## src/rtl/multicycle_control_unit.sv

```systemverilog
// Multicycle MIPS control unit: fetches into an internal IR, decodes, and sequences
// the datapath through DECODE/EXEC/MEM/WB with a memory wait-state watchdog.

package cpu_types_pkg;
  typedef enum logic [3:0] {
    ALU_SLL  = 4'd0,
    ALU_SRL  = 4'd1,
    ALU_ADD  = 4'd2,
    ALU_SUB  = 4'd3,
    ALU_AND  = 4'd4,
    ALU_OR   = 4'd5,
    ALU_XOR  = 4'd6,
    ALU_NOR  = 4'd7,
    ALU_SLT  = 4'd8,
    ALU_SLTU = 4'd9
  } aluop_t;
endpackage

module multicycle_control_unit
  import cpu_types_pkg::*;
#(
  parameter int          REG_AW      = 5,
  parameter int          MEM_TIMEOUT = 16,
  parameter logic [5:0]  HALT_OP     = 6'h3F
) (
  input  logic              CLK,
  input  logic              nRST,
  input  logic              ihit,
  input  logic              dhit,
  input  logic [31:0]       imemLoad,
  input  logic              zero,
  output logic              iREN,
  output logic              dREN,
  output logic              dWEN,
  output logic              irWEN,
  output logic              pcWEN,
  output logic              RegWrite,
  output logic [1:0]        JmpSel,
  output logic [1:0]        MemtoReg,
  output logic [1:0]        aluSrc,
  output logic [1:0]        RegDst,
  output aluop_t            aluOp,
  output logic [4:0]        shamt,
  output logic [REG_AW-1:0] regS,
  output logic [REG_AW-1:0] regT,
  output logic [REG_AW-1:0] regD,
  output logic              halt,
  output logic              mem_err
);

  localparam int CNT_W = (MEM_TIMEOUT < 2) ? 1 : $clog2(MEM_TIMEOUT + 1);
  localparam logic [CNT_W-1:0] TO_LAST = (MEM_TIMEOUT == 0) ? '0 : CNT_W'(MEM_TIMEOUT - 1);

  typedef enum logic [2:0] {
    S_FETCH, S_DECODE, S_EXEC, S_MEM, S_WB, S_HALT
  } state_t;

  typedef enum logic [3:0] {
    C_ILLEGAL, C_RTYPE, C_JR, C_BEQ, C_BNE, C_J, C_JAL,
    C_LW, C_SW, C_IMM, C_LUI, C_HALT
  } iclass_t;

  state_t           state_q, state_d;
  logic [31:0]      ir_q, ir_d;
  logic [CNT_W-1:0] cnt_q, cnt_d;
  logic             halt_q, halt_d;
  logic             mem_err_q, mem_err_d;

  iclass_t          cls;
  aluop_t           dec_aluop;
  logic [1:0]       dec_alusrc;
  logic             wd_fire;

  assign shamt   = ir_q[10:6];
  assign halt    = halt_q;
  assign mem_err = mem_err_q;

  // Register indices are zero-extended or truncated from the 5-bit IR fields.
  generate
    for (genvar gi = 0; gi < REG_AW; gi++) begin : g_regidx
      if (gi < 5) begin : g_bit
        assign regS[gi] = ir_q[21+gi];
        assign regT[gi] = ir_q[16+gi];
        assign regD[gi] = ir_q[11+gi];
      end else begin : g_pad
        assign regS[gi] = 1'b0;
        assign regT[gi] = 1'b0;
        assign regD[gi] = 1'b0;
      end
    end
  endgenerate

  always_comb begin
    cls        = C_ILLEGAL;
    dec_aluop  = ALU_ADD;
    dec_alusrc = 2'd0;
    if (ir_q[31:26] == HALT_OP) begin
      cls = C_HALT;
    end else begin
      case (ir_q[31:26])
        6'h00: begin
          cls = C_RTYPE;
          case (ir_q[5:0])
            6'h21:   dec_aluop = ALU_ADD;
            6'h23:   dec_aluop = ALU_SUB;
            6'h24:   dec_aluop = ALU_AND;
            6'h25:   dec_aluop = ALU_OR;
            6'h26:   dec_aluop = ALU_XOR;
            6'h27:   dec_aluop = ALU_NOR;
            6'h2A:   dec_aluop = ALU_SLT;
            6'h2B:   dec_aluop = ALU_SLTU;
            6'h00:   dec_aluop = ALU_SLL;
            6'h02:   dec_aluop = ALU_SRL;
            6'h08:   cls = C_JR;
            default: cls = C_ILLEGAL;
          endcase
        end
        6'h02: cls = C_J;
        6'h03: cls = C_JAL;
        6'h04: begin cls = C_BEQ; dec_aluop = ALU_SUB; end
        6'h05: begin cls = C_BNE; dec_aluop = ALU_SUB; end
        6'h09: begin cls = C_IMM; dec_alusrc = 2'd1; end
        6'h0C: begin cls = C_IMM; dec_aluop = ALU_AND; dec_alusrc = 2'd2; end
        6'h0D: begin cls = C_IMM; dec_aluop = ALU_OR;  dec_alusrc = 2'd2; end
        6'h0F: cls = C_LUI;
        6'h23: begin cls = C_LW; dec_alusrc = 2'd1; end
        6'h2B: begin cls = C_SW; dec_alusrc = 2'd1; end
        default: cls = C_ILLEGAL;
      endcase
    end
  end

  // Fires on the last permitted wait cycle; a hit in that same cycle takes priority.
  assign wd_fire = (MEM_TIMEOUT != 0) && (cnt_q == TO_LAST);

  always_comb begin
    state_d   = state_q;
    ir_d      = ir_q;
    cnt_d     = '0;
    halt_d    = halt_q;
    mem_err_d = mem_err_q;
    iREN      = 1'b0;
    dREN      = 1'b0;
    dWEN      = 1'b0;
    irWEN     = 1'b0;
    pcWEN     = 1'b0;
    RegWrite  = 1'b0;
    JmpSel    = 2'd0;
    MemtoReg  = 2'd0;
    aluSrc    = 2'd0;
    RegDst    = 2'd0;
    aluOp     = ALU_SLL;

    case (state_q)
      S_FETCH: begin
        iREN = 1'b1;
        if (ihit) begin
          irWEN   = 1'b1;
          ir_d    = imemLoad;
          state_d = S_DECODE;
        end else if (wd_fire) begin
          halt_d    = 1'b1;
          mem_err_d = 1'b1;
          state_d   = S_HALT;
        end else begin
          cnt_d = cnt_q + 1'b1;
        end
      end
      S_DECODE: begin
        if (cls == C_HALT) begin
          halt_d  = 1'b1;
          state_d = S_HALT;
        end else begin
          state_d = S_EXEC;
        end
      end
      S_EXEC: begin
        aluOp  = dec_aluop;
        aluSrc = dec_alusrc;
        case (cls)
          C_BEQ:   begin pcWEN = 1'b1; JmpSel = zero ? 2'd1 : 2'd0; state_d = S_FETCH; end
          C_BNE:   begin pcWEN = 1'b1; JmpSel = zero ? 2'd0 : 2'd1; state_d = S_FETCH; end
          C_J:     begin pcWEN = 1'b1; JmpSel = 2'd2; state_d = S_FETCH; end
          C_JR:    begin pcWEN = 1'b1; JmpSel = 2'd3; state_d = S_FETCH; end
          C_LW, C_SW: state_d = S_MEM;
          C_JAL, C_RTYPE, C_IMM, C_LUI: state_d = S_WB;
          default: begin pcWEN = 1'b1; state_d = S_FETCH; end
        endcase
      end
      S_MEM: begin
        aluOp  = dec_aluop;
        aluSrc = dec_alusrc;
        dREN   = (cls == C_LW);
        dWEN   = (cls == C_SW);
        if (dhit) begin
          if (cls == C_LW) begin
            state_d = S_WB;
          end else begin
            pcWEN   = 1'b1;
            state_d = S_FETCH;
          end
        end else if (wd_fire) begin
          halt_d    = 1'b1;
          mem_err_d = 1'b1;
          state_d   = S_HALT;
        end else begin
          cnt_d = cnt_q + 1'b1;
        end
      end
      S_WB: begin
        aluOp    = dec_aluop;
        aluSrc   = dec_alusrc;
        RegWrite = 1'b1;
        pcWEN    = 1'b1;
        state_d  = S_FETCH;
        case (cls)
          C_JAL:   begin RegDst = 2'd2; MemtoReg = 2'd2; JmpSel = 2'd2; end
          C_LW:    MemtoReg = 2'd1;
          C_LUI:   MemtoReg = 2'd3;
          C_RTYPE: RegDst = 2'd1;
          default: RegDst = 2'd0;
        endcase
      end
      default: begin
        halt_d  = 1'b1;
        state_d = S_HALT;
      end
    endcase

    // Strobes and selects stay quiet for the whole time reset is asserted.
    if (!nRST) begin
      iREN     = 1'b0;
      dREN     = 1'b0;
      dWEN     = 1'b0;
      irWEN    = 1'b0;
      pcWEN    = 1'b0;
      RegWrite = 1'b0;
      JmpSel   = 2'd0;
      MemtoReg = 2'd0;
      aluSrc   = 2'd0;
      RegDst   = 2'd0;
      aluOp    = ALU_SLL;
    end
  end

  always_ff @(posedge CLK) begin
    if (!nRST) begin
      state_q   <= S_FETCH;
      ir_q      <= '0;
      cnt_q     <= '0;
      halt_q    <= 1'b0;
      mem_err_q <= 1'b0;
    end else begin
      state_q   <= state_d;
      ir_q      <= ir_d;
      cnt_q     <= cnt_d;
      halt_q    <= halt_d;
      mem_err_q <= mem_err_d;
    end
  end

endmodule

```

## config.mk

```make
export PLATFORM = sky130hd
export DESIGN_NAME = multicycle_control_unit
export DESIGN_NICKNAME = d
export VERILOG_FILES = /design/src/rtl/multicycle_control_unit.sv
export SDC_FILE = /design/constraint.sdc
export NUM_CORES = 1
export LEC_CHECK = 0
export ABC_AREA = 1
export CAP_MARGIN = 20
export CORE_ASPECT_RATIO = 0.75
export CORE_MARGIN = 4
export CORE_UTILIZATION = 42
export CTS_CLUSTER_DIAMETER = 120
export CTS_CLUSTER_SIZE = 40
export DETAILED_ROUTE_END_ITERATION = 12
export PLACE_DENSITY = 0.86
export SYNTH_ARGS = -nofsm -noshare
export SYNTH_HDL_FRONTEND = slang
export SYNTH_SLANG_ARGS = --single-unit
```

## constraint.sdc

```tcl
create_clock -name CLK -period 1.2 [get_ports CLK]
set_input_delay 0.24 -clock CLK [delete_from_list [all_inputs] [get_ports CLK]]
set_output_delay 0.24 -clock CLK [all_outputs]
set_load 0.01 [all_outputs]
```

# Word-level counts from Yosys, hierarchy flattened
# Index checks and enable logic that the tools add are counted.
# W data, S select, Z words.
[totals] regBits=42 latch_bits=0 ramBits=0 mem_bits_ro=0 inputBits=37 output_inout_bits=40 elab_cells=124 mem_count=0
[op_classes] addsub=1 n_mul=0 n_div=0 order_cmp=0 n_eq_ne=40 shift=0 n_mux=60 n_bitwise=1 reduce_logical=17
[ops] cell="$pmux W4 S9" n=2
[ops] cell="$eq A6 B6 Y1 const B" n=11
[ops] cell="$eq A6 B4 Y1 const B" n=5
[ops] cell="$mux W1" n=24
[ops] cell="$eq A6 B2 Y1 const B" n=3
[ops] cell="$mux W2" n=9
[ops] cell="$eq A4 B3 Y1 const B" n=4
[ops] cell="$eq A4 B4 Y1 const B" n=4
[ops] cell="$mux W4" n=4
[ops] cell="$pmux W2 S2" n=4
[ops] cell="$pmux W4 S4" n=1
[ops] cell="$mux W3" n=5
[ops] cell="$mux W5" n=3
[ops] cell="$pmux W3 S5" n=1
[ops] cell="$eq A6 B3 Y1 const B" n=2
[ops] cell="$logic_not A6 Y1" n=2
[ops] cell="$pmux W5 S2" n=1
[ops] cell="$reduce_or A10 Y1" n=1
[ops] cell="$reduce_or A3 Y1" n=3
[ops] cell="$eq A4 B2 Y1 const B" n=2
[ops] cell="$pmux W2 S4" n=1
[ops] cell="$reduce_or A2 Y1" n=4
[ops] cell="$eq A3 B2 Y1 const B" n=2
[ops] cell="$ne A2 B2 Y1 const B" n=3
[ops] cell="18 further kinds" n=18

# Depth between registers and ports, before layout
# Gate-level depths: netlist of run 1.
[logic_depth] depth_word=10 depth_mapped=10

# Worst setup path after synthesis of run 1
# Ideal clock, no wire load.
[synth_path] path_type="reg-to-output" startpoint="register state_q[2]" endpoint="output JmpSel[1]" t_arrival_ps=1234 required_ps=960 setup_slack_ps=-274 path_stages_with_launch=5 path_cell_list="dfxtp_1 > nand3_1 > nor2_1 > inv_1 > o21ai_0"
[synth_via] elab_chain_len=3 word_cells_on_any_way=4 classes_between="eq/ne (2); mux (2)"
[synth_rtl] item="start: declaration" line="63" source="state_t state_q, state_d;"
[synth_rtl] item="start signal: assignment" line="254" source="state_q <= state_d;"
[synth_rtl] item="$eq A3 B3 Y1 or $eq A3 B2 Y1 (tied branches)" line="154" source="case (state_q)"
[synth_rtl] item="$pmux W2 S2 *" line="154"
[synth_rtl] item="$mux W2 *" line="231" source="if (!nRST) begin"
[synth_rtl] item="end: declaration" line="38" source="output logic [1:0] JmpSel,"
# Every way passes the cells marked *; elsewhere a longest branch is shown, timed or not.

# Worst setup path in the final report of run 1
[layout_path] startpoint="register state_q[1]" endpoint="output pcWEN"
[layout_via] elab_chain_len=3 word_cells_on_any_way=5 classes_between="eq/ne (3); mux (2)"
[layout_rtl] item="$eq A3 B3 Y1 or $eq A3 B2 Y1 (tied branches)" line="154"
[layout_rtl] item="$pmux W1 S3 *" line="154"
[layout_rtl] item="$mux W1 *" line="231"
[layout_rtl] item="end: declaration" line="36" source="output logic pcWEN,"
# Marks and branches as above.

==> impl_results.md, run 1 <==
- Count leader, synth: nor2_1
- Syn Std Cell Area: between 2000 and 2500 um2
- Post-DP HPWL: slightly above 5 mm
- Root cell of the clock tree: clkbuf_8
- Clock H-tree levels: 2
- Maximum clock rate: 479.8 MHz
- Ys flop type: dfxtp_1
- Worst Path Required: 0.96 ns
- Largest delay share family, worst path: simple AND/OR/NAND/NOR gates
- Initial Utilization: 0.4396
- Port bufs: between 70 and 80
- Avg Inst Size Synth: slightly below 7 um2
- Worst setup EP type: output port
- CTS Buf Count: 5
- Final Instance Area: 4652 um2
- Vias in the first global route: 3294
- CTS Hold Bufs: 0
- First-pass GRT wire length: 16.39 mm
- Internal power: 2.871 mW
- Congestion Overflow GR: 0
- Worst Reg-to-Reg Cells: 14
- Reg2reg end: state_q[0]
- Min-delay worst type: flip-flop to flip-flop
- Initial antenna violation count: 0
- Setup TNS: -30.33 ns
- Slew @ Worst Pin: 0.5508 ns
- RSZ-0062 raised after global routing: true
- Maximum clock path buffer count: 2
- Critical path class: flip-flop to output port
- Most instantiated cells after synthesis: 80 x nor2_1, 48 x nand2_1, 42 x dfxtp_1
- Share of layout cells above drive strength 1: 0.5822
- Max stage delay on crit path: 0.40 ns
- Final Core Density: 0.8553
- Clk pwr share: 0.227
- Ranking of synthesized cells by area: dfxtp_1 35%, nor2_1 13%, nand2_1 7.5%, buf_4 6.6%, o21ai_0 6.5%
- Seq pwr share: 0.362
- DIE AREA: ~7000 um2
- Psw: 1.700 mW
- CTS clk-pin slew, worst paths: 0.09 ns
- Final worst setup slack: -0.8841 ns
- I/O pins: 77
- Starting DRC count in detailed routing: 383
- Gr usage total: 0.3027
- Yosys reg bits: 42
- CP max stage cell: dfxtp_4
- Gr busiest metal: met2
- Setup skew after layout: 0.004685 ns
- Outcome: finished with violations
- Period utilization: 1.737
- Vias per std cell: 5.736
- Wirelength, routed: 12.06 mm
- Die Ht: 73.35 um
- Sw Share: 0.3719
- CTS tree: done
- Nets: 530
- DRC violations left: 0
- Crit path max fanout: 5
- Pin count of the biggest net entering global routing: 37
- Final hold violation count: 0
- Slew Limit Fails: 0
- Met3 Track Usage GR: 0.08598
- Filler instances: around 240
- FF-to-FF Start: state_q[0]
- Clk sinks: 42
- Final GP Congestion: between 0.9 and 1
- Crit path DAT: 1.84 ns
- VDD IR max: about 0.00078 V
- Cells after Synth: between 300 and 400
- DP Area: between 3000 and 4000 um2
- Worst slack, placed: -0.9310 ns
- Critical Path End: pcWEN
- Crit. path cell count: 7
- Top cell type's share of synthesized area: 0.3516
- Drt pass-1 iters: 5
- DR WL/cell: 21.22 um
- Mapped Nets: 392
- Worst skew pair latency: 0.31 ns
- Seq/Total Area, Yosys: 0.3516
- Final setup vio count: between 60 and 70
- Synth async-reset ratio: 0
- Synth-to-Final Area Change: 94.56%
- Area taken by multi-input logic gates: 1884 um2
- EDFF count, synth: 0
- Combinational share of power: 0.411
- Met1 track demand over resource: 0.3452
- Warnings from Yosys: 0
- Diode count: 0
- Area leader, netlist: dfxtp_1
- Register Area: 882.1 um2
- Violated checks: setup timing
- Number of max-cap violations: 0
- GRT met2 Usage: 0.5213
- Cell Rows: 23
- Core area: approximately 5400 um2
- Pwr/cell area: 982.5 nW/um2
- CP startpoint: state_q[1]
- Crit-path cells: inv_2 > nor3_2 > inv_1 > nor2_1 > nand4_1 > a21oi_2 > buf_2
- Critical Path Source Type: flip-flop
- Synth unique cells: 33
- Final ANT Viol Nets: 0
- R2r setup slk: -0.69 ns
- Minimum clock period: 2.084 ns
- Die W: 95.13 um
- Relative slew slack: 0.6328
- Buf/Inv on CP: 3
- Lkg Pwr: 2.005 nW
- Vias: 3258
==> sequential cells by signal (all words and copies together), names as in the netlist <==
signal	count
halt	1
ir_q	32
state_q	3
cnt_q	5
mem_err	1
==> layer usage <==
metal	vias up	wire, um
li1	1402	-
met1	1505	4301
met2	268	5676
met3	83	1306
met4	0	771
met5	-	0
==> how the worst min path moves through the flow <==
stage          depth (start not counted)        to    startpoint  slack, ns
2_1_floorplan                          2  ir_q[28]  imemLoad[28]       0.37
3_3_place_gp                           2      halt          halt       0.44
3_5_place_dp                           2      halt          halt       0.45
4_1_cts                                2      halt          halt       0.45
5_1_grt                                2      halt          halt       0.52
6_report                               2  cnt_q[4]      cnt_q[4]       0.51
==> power groups by stage <==
| stage | sequential (mW) | combinational (mW) | clock [mW] |
|---|---|---|---|
| floorplan | 1.63 | 0.662 | 0 |
| global placement | 1.63 | 1.07 | 0 |
| detailed placement | 1.64 | 1.09 | 0 |
| CTS | 1.63 | 1.58 | 1.00 |
| global route | 1.67 | 1.96 | 1.09 |
| finish | 1.66 | 1.88 | 1.04 |
==> what timing repair did <==
action | CTS | global route
gates cloned | 5 | 0
pin swaps | 40 | 34
buffers inserted | 20 | 12
setup endpoints to repair | 82 | 74
gates resized for setup | 266 | 91
==> tightest hold or removal path, cell delays in order (launching register included) <==
cell and delay [ns]:
dfxtp_1 0.31, inv_1 0.10, nor4_2 0.06
==> cell families (layout without fill, tap and decap cells) <==
family	after synthesis	count (layout)	synth area share
compound gates	65	65	0.1434
flops	42	42	0.3516
buf+inv	68	207	0.1517
fa+ha+maj	1	1	0.005232
simple gates	178	178	0.3480
==> cell usage in the layout, fill, tap and decap left out, drive strengths merged, types with 2 or more instances in the layout <==
master / count
buf: 102
nor2: 84
nand2: 52
dfxtp: 42
o21ai: 40
inv: 38
clkdlybuf4s50: 35
nand3: 25
a21oi: 20
clkbuf: 13
clkdlybuf4s15: 12
dlygate4sd2: 7
nor3: 7
nand4: 5
a31oi: 3
nor3b: 2
==> through the flow <==
step,power (mW),hold WS (ns),instances
after CTS,4.205,0.4516,564
after detailed placement,2.730,0.4475,532
after global routing,4.717,0.5223,568
final,4.571,0.5060,568
after global placement,2.697,0.4386,532
after floorplan,2.289,0.3748,354
==> cell type report <==
| cell class | count | share of cell area |
|---|---|---|
| tap | 75 | 0.02017 |
| multi-input combinational | 244 | 0.4051 |
| timing repair buffer | 162 | 0.3300 |
| sequential | 42 | 0.1896 |
| inverter | 37 | 0.03470 |
| clock inverter | 1 | 0.001883 |
| clock buffer | 7 | 0.01856 |
No activity file was read; power rests on OpenSTA's default activity.
==> run 2: changes to the inputs <==
- SETUP_SLACK_MARGIN: unset -> 0.2
==> run 2 against run 1 <==
The flow still finishes with violations (setup timing). Non-clock buffer count is 27 higher. Wire length is 30% higher. Critical path depth is 3 higher. Highest routed layer unchanged. Setup slack worse by 0.17 ns. Sequential share of layout area is 1.5 points lower. Clock skew is 0.0044 ns higher. Register-to-register slack better by 0.13 ns. Core utilization is 10 points higher. First-iteration DRC count is 21% higher. Sequential power is 2% higher. Largest cell class unchanged. Maximum frequency is 7.7% lower. Cell count is 4.8% higher.
==> impl_results.md, run 2 (synthesized netlist as in run 1, its figures left out) <==
- Filler instances: 129
- Most flops, register: ir_q
- Diode count: 0
- Min-delay worst type: flip-flop to flip-flop
- Critical Path Source Type: flip-flop
- Worst Path Required: about 0.96 ns
- Setup skew after layout: 0.009123 ns
- Pin count of the biggest net entering global routing: 37
- DIE AREA: ~7000 um2
- DP Cell Count: 531
- Gr usage total: 0.3167
- CTS Buf Count: 5
- Crit path max fanout: 3
- CTS Hold Bufs: 0
- Clk sinks: 42
- Worst skew pair latency: between 0.3 and 0.4 ns
- Outcome: finished with violations
- Crit-path cells: inv_1 > nand2_1 > nor2_1 > nor2_1 > nand2_1 > nand2_2 > nand4_1 > nand2_1 > nor2_2 > buf_2
- DP Area: 3659 um2
- Die Ht: 73.35 um
- Die W: around 95 um
- Slew Limit Fails: 0
- Vias per std cell: about 6.3
- Crit path DAT: 2.02 ns
- I/O pins: 77
- Cell Rows: 23
- Pwr/cell area: 963.7 nW/um2
- Final Non-Filler Cells: 595
- Core area: 5439 um2
- Period utilization: 1.881
- CP dominant cell by count: nand2_1
- Final GP Congestion: 0.8941
- Starting DRC count in detailed routing: 463
- DRC violations left: 0
- Drt pass-1 iters: 6
- Clock H-tree levels: 2
- CP max stage cell: dfxtp_2
- Critical path class: flip-flop to output port
- Synth-to-Final Area Change: 117.9%
- Post-DP HPWL: 5.182 mm
- Number of flip-flops in the largest register: 32
- CTS tree: done
- Violated checks: setup timing
- Area taken by multi-input logic gates: ~2000 um2
- Worst slack, placed: -0.9351 ns
- DR WL/cell: 26.37 um
- Slew @ Worst Pin: 0.6143 ns
- Lkg Pwr: 2.267 nW
- Biggest regs: ir_q x32, cnt_q x5, state_q x3
- Register Area: 908.4 um2
- RSZ-0062 raised after global routing: true
- Total power: around 5 mW
- Vias in the first global route: 3316
- Minimum clock period: 2.257 ns
- Nets: 557
- Most common cell after layout, fill and taps aside: buf_4
- Share of layout cells above drive strength 1: 0.7038
- Most frequent cells in the layout: 66 x buf_4, 58 x buf_6, 36 x nor2_4
- Final setup vio count: 60
- Congestion Overflow GR: 0
- Number of max-cap violations: 0
- Wirelength, routed: 15.69 mm
- VDD IR max: 0.001228 V
- Initial antenna violation count: 0
- Port bufs: 76
- Maximum clock path buffer count: 2
- Vias: ~3800
- Max stage delay on crit path: 0.36 ns
- CTS clk-pin slew, worst paths: 0.10 ns
- Final Instance Area: 5211 um2
- First-pass GRT wire length: approximately 17 mm
- Initial Utilization: 0.4396
- Final hold violation count: 0
- Worst setup EP type: output port
- Final ANT Viol Nets: 0
- Root cell of the clock tree: clkbuf_8
- Relative slew slack: 0.5905
- Maximum clock rate: roughly 440 MHz
- Final worst setup slack: -1.057 ns
## run 2: cell types whose count changed in the layout (fill, tap and decap cells not counted), sizes merged
cell	previous run	this run
buf	102	151
clkdlybuf4s15	12	0
clkbuf	13	7
dlygate4sd2	7	1
clkinv	0	3
inv	38	37
## run 2: critical path, delay by kind of cell (launching register included)
family                 cells  cell delay (ns)
buffers and inverters      2             0.29
AND/OR/NAND/NOR            8             1.05
flip-flops                 1             0.36
## run 2: final cells by class
class | count | area share
Multi-Input combinational cell | 244 | 0.3894
Timing Repair Buffer | 189 | 0.3685
Sequential cell | 42 | 0.1743
Inverter | 37 | 0.03289
Tap cell | 75 | 0.01801
Clock buffer | 5 | 0.01321
Clock inverter | 3 | 0.003601
## run 2: per-layer routing
metal | global-route usage | routed length, um | vias up
met1 | 0.3806 | 5407 | 1737
met4 | 0.1264 | 1213 | 0
met3 | 0.1034 | 2056 | 151
li1 | - | - | 1458
met2 | 0.5237 | 7011 | 417
met5 | 0 | 0 | -
## run 2: timing repair
action                                 4_1_cts  5_1_grt
setup endpoints to repair                   82       82
cloned                                       5        3
resized for setup                          359       98
buffers inserted                            23       25
pin swaps                                   47       43
endpoints found under the hold margin        0        0
## run 2: where the power goes
part	switching, mW	internal, mW	leakage [nW]	total (mW)
clock	0.623	0.412	0.0483	1.03
combinational	1.19	1.10	1.86	2.29
sequential	0.163	1.54	0.362	1.70
total	1.97	3.05	2.27	5.02
## run 2: stage by stage
stage	TNS, ns	utilization	hold slack, ns
final	-33.84	0.9581	0.5398
after global routing	-35.34	0.9581	0.5459
after CTS	-19.35	0.8429	0.4512
after detailed placement	-32.70	0.6726	0.4472
after global placement	-31.58	0.6726	0.4409
after floorplan	-1.241	-	0.3748
## run 2: path summary, 6_finish.rpt
path / endpoint / cells after the start / start / slack (ns)
max reg2reg: state_q[2] / 12 / state_q[1] / -0.56
min reg2reg: ir_q[25] / 2 / ir_q[25] / 0.54
max: RegDst[0] / 10 / ir_q[2] / -1.06
min: ir_q[25] / 2 / ir_q[25] / 0.54
==> run 3: changes to the inputs <==
- SLEW_MARGIN: unset -> 10
==> results of run 3 <==
Final layout, timing and power as in run 2 (identical DEF).
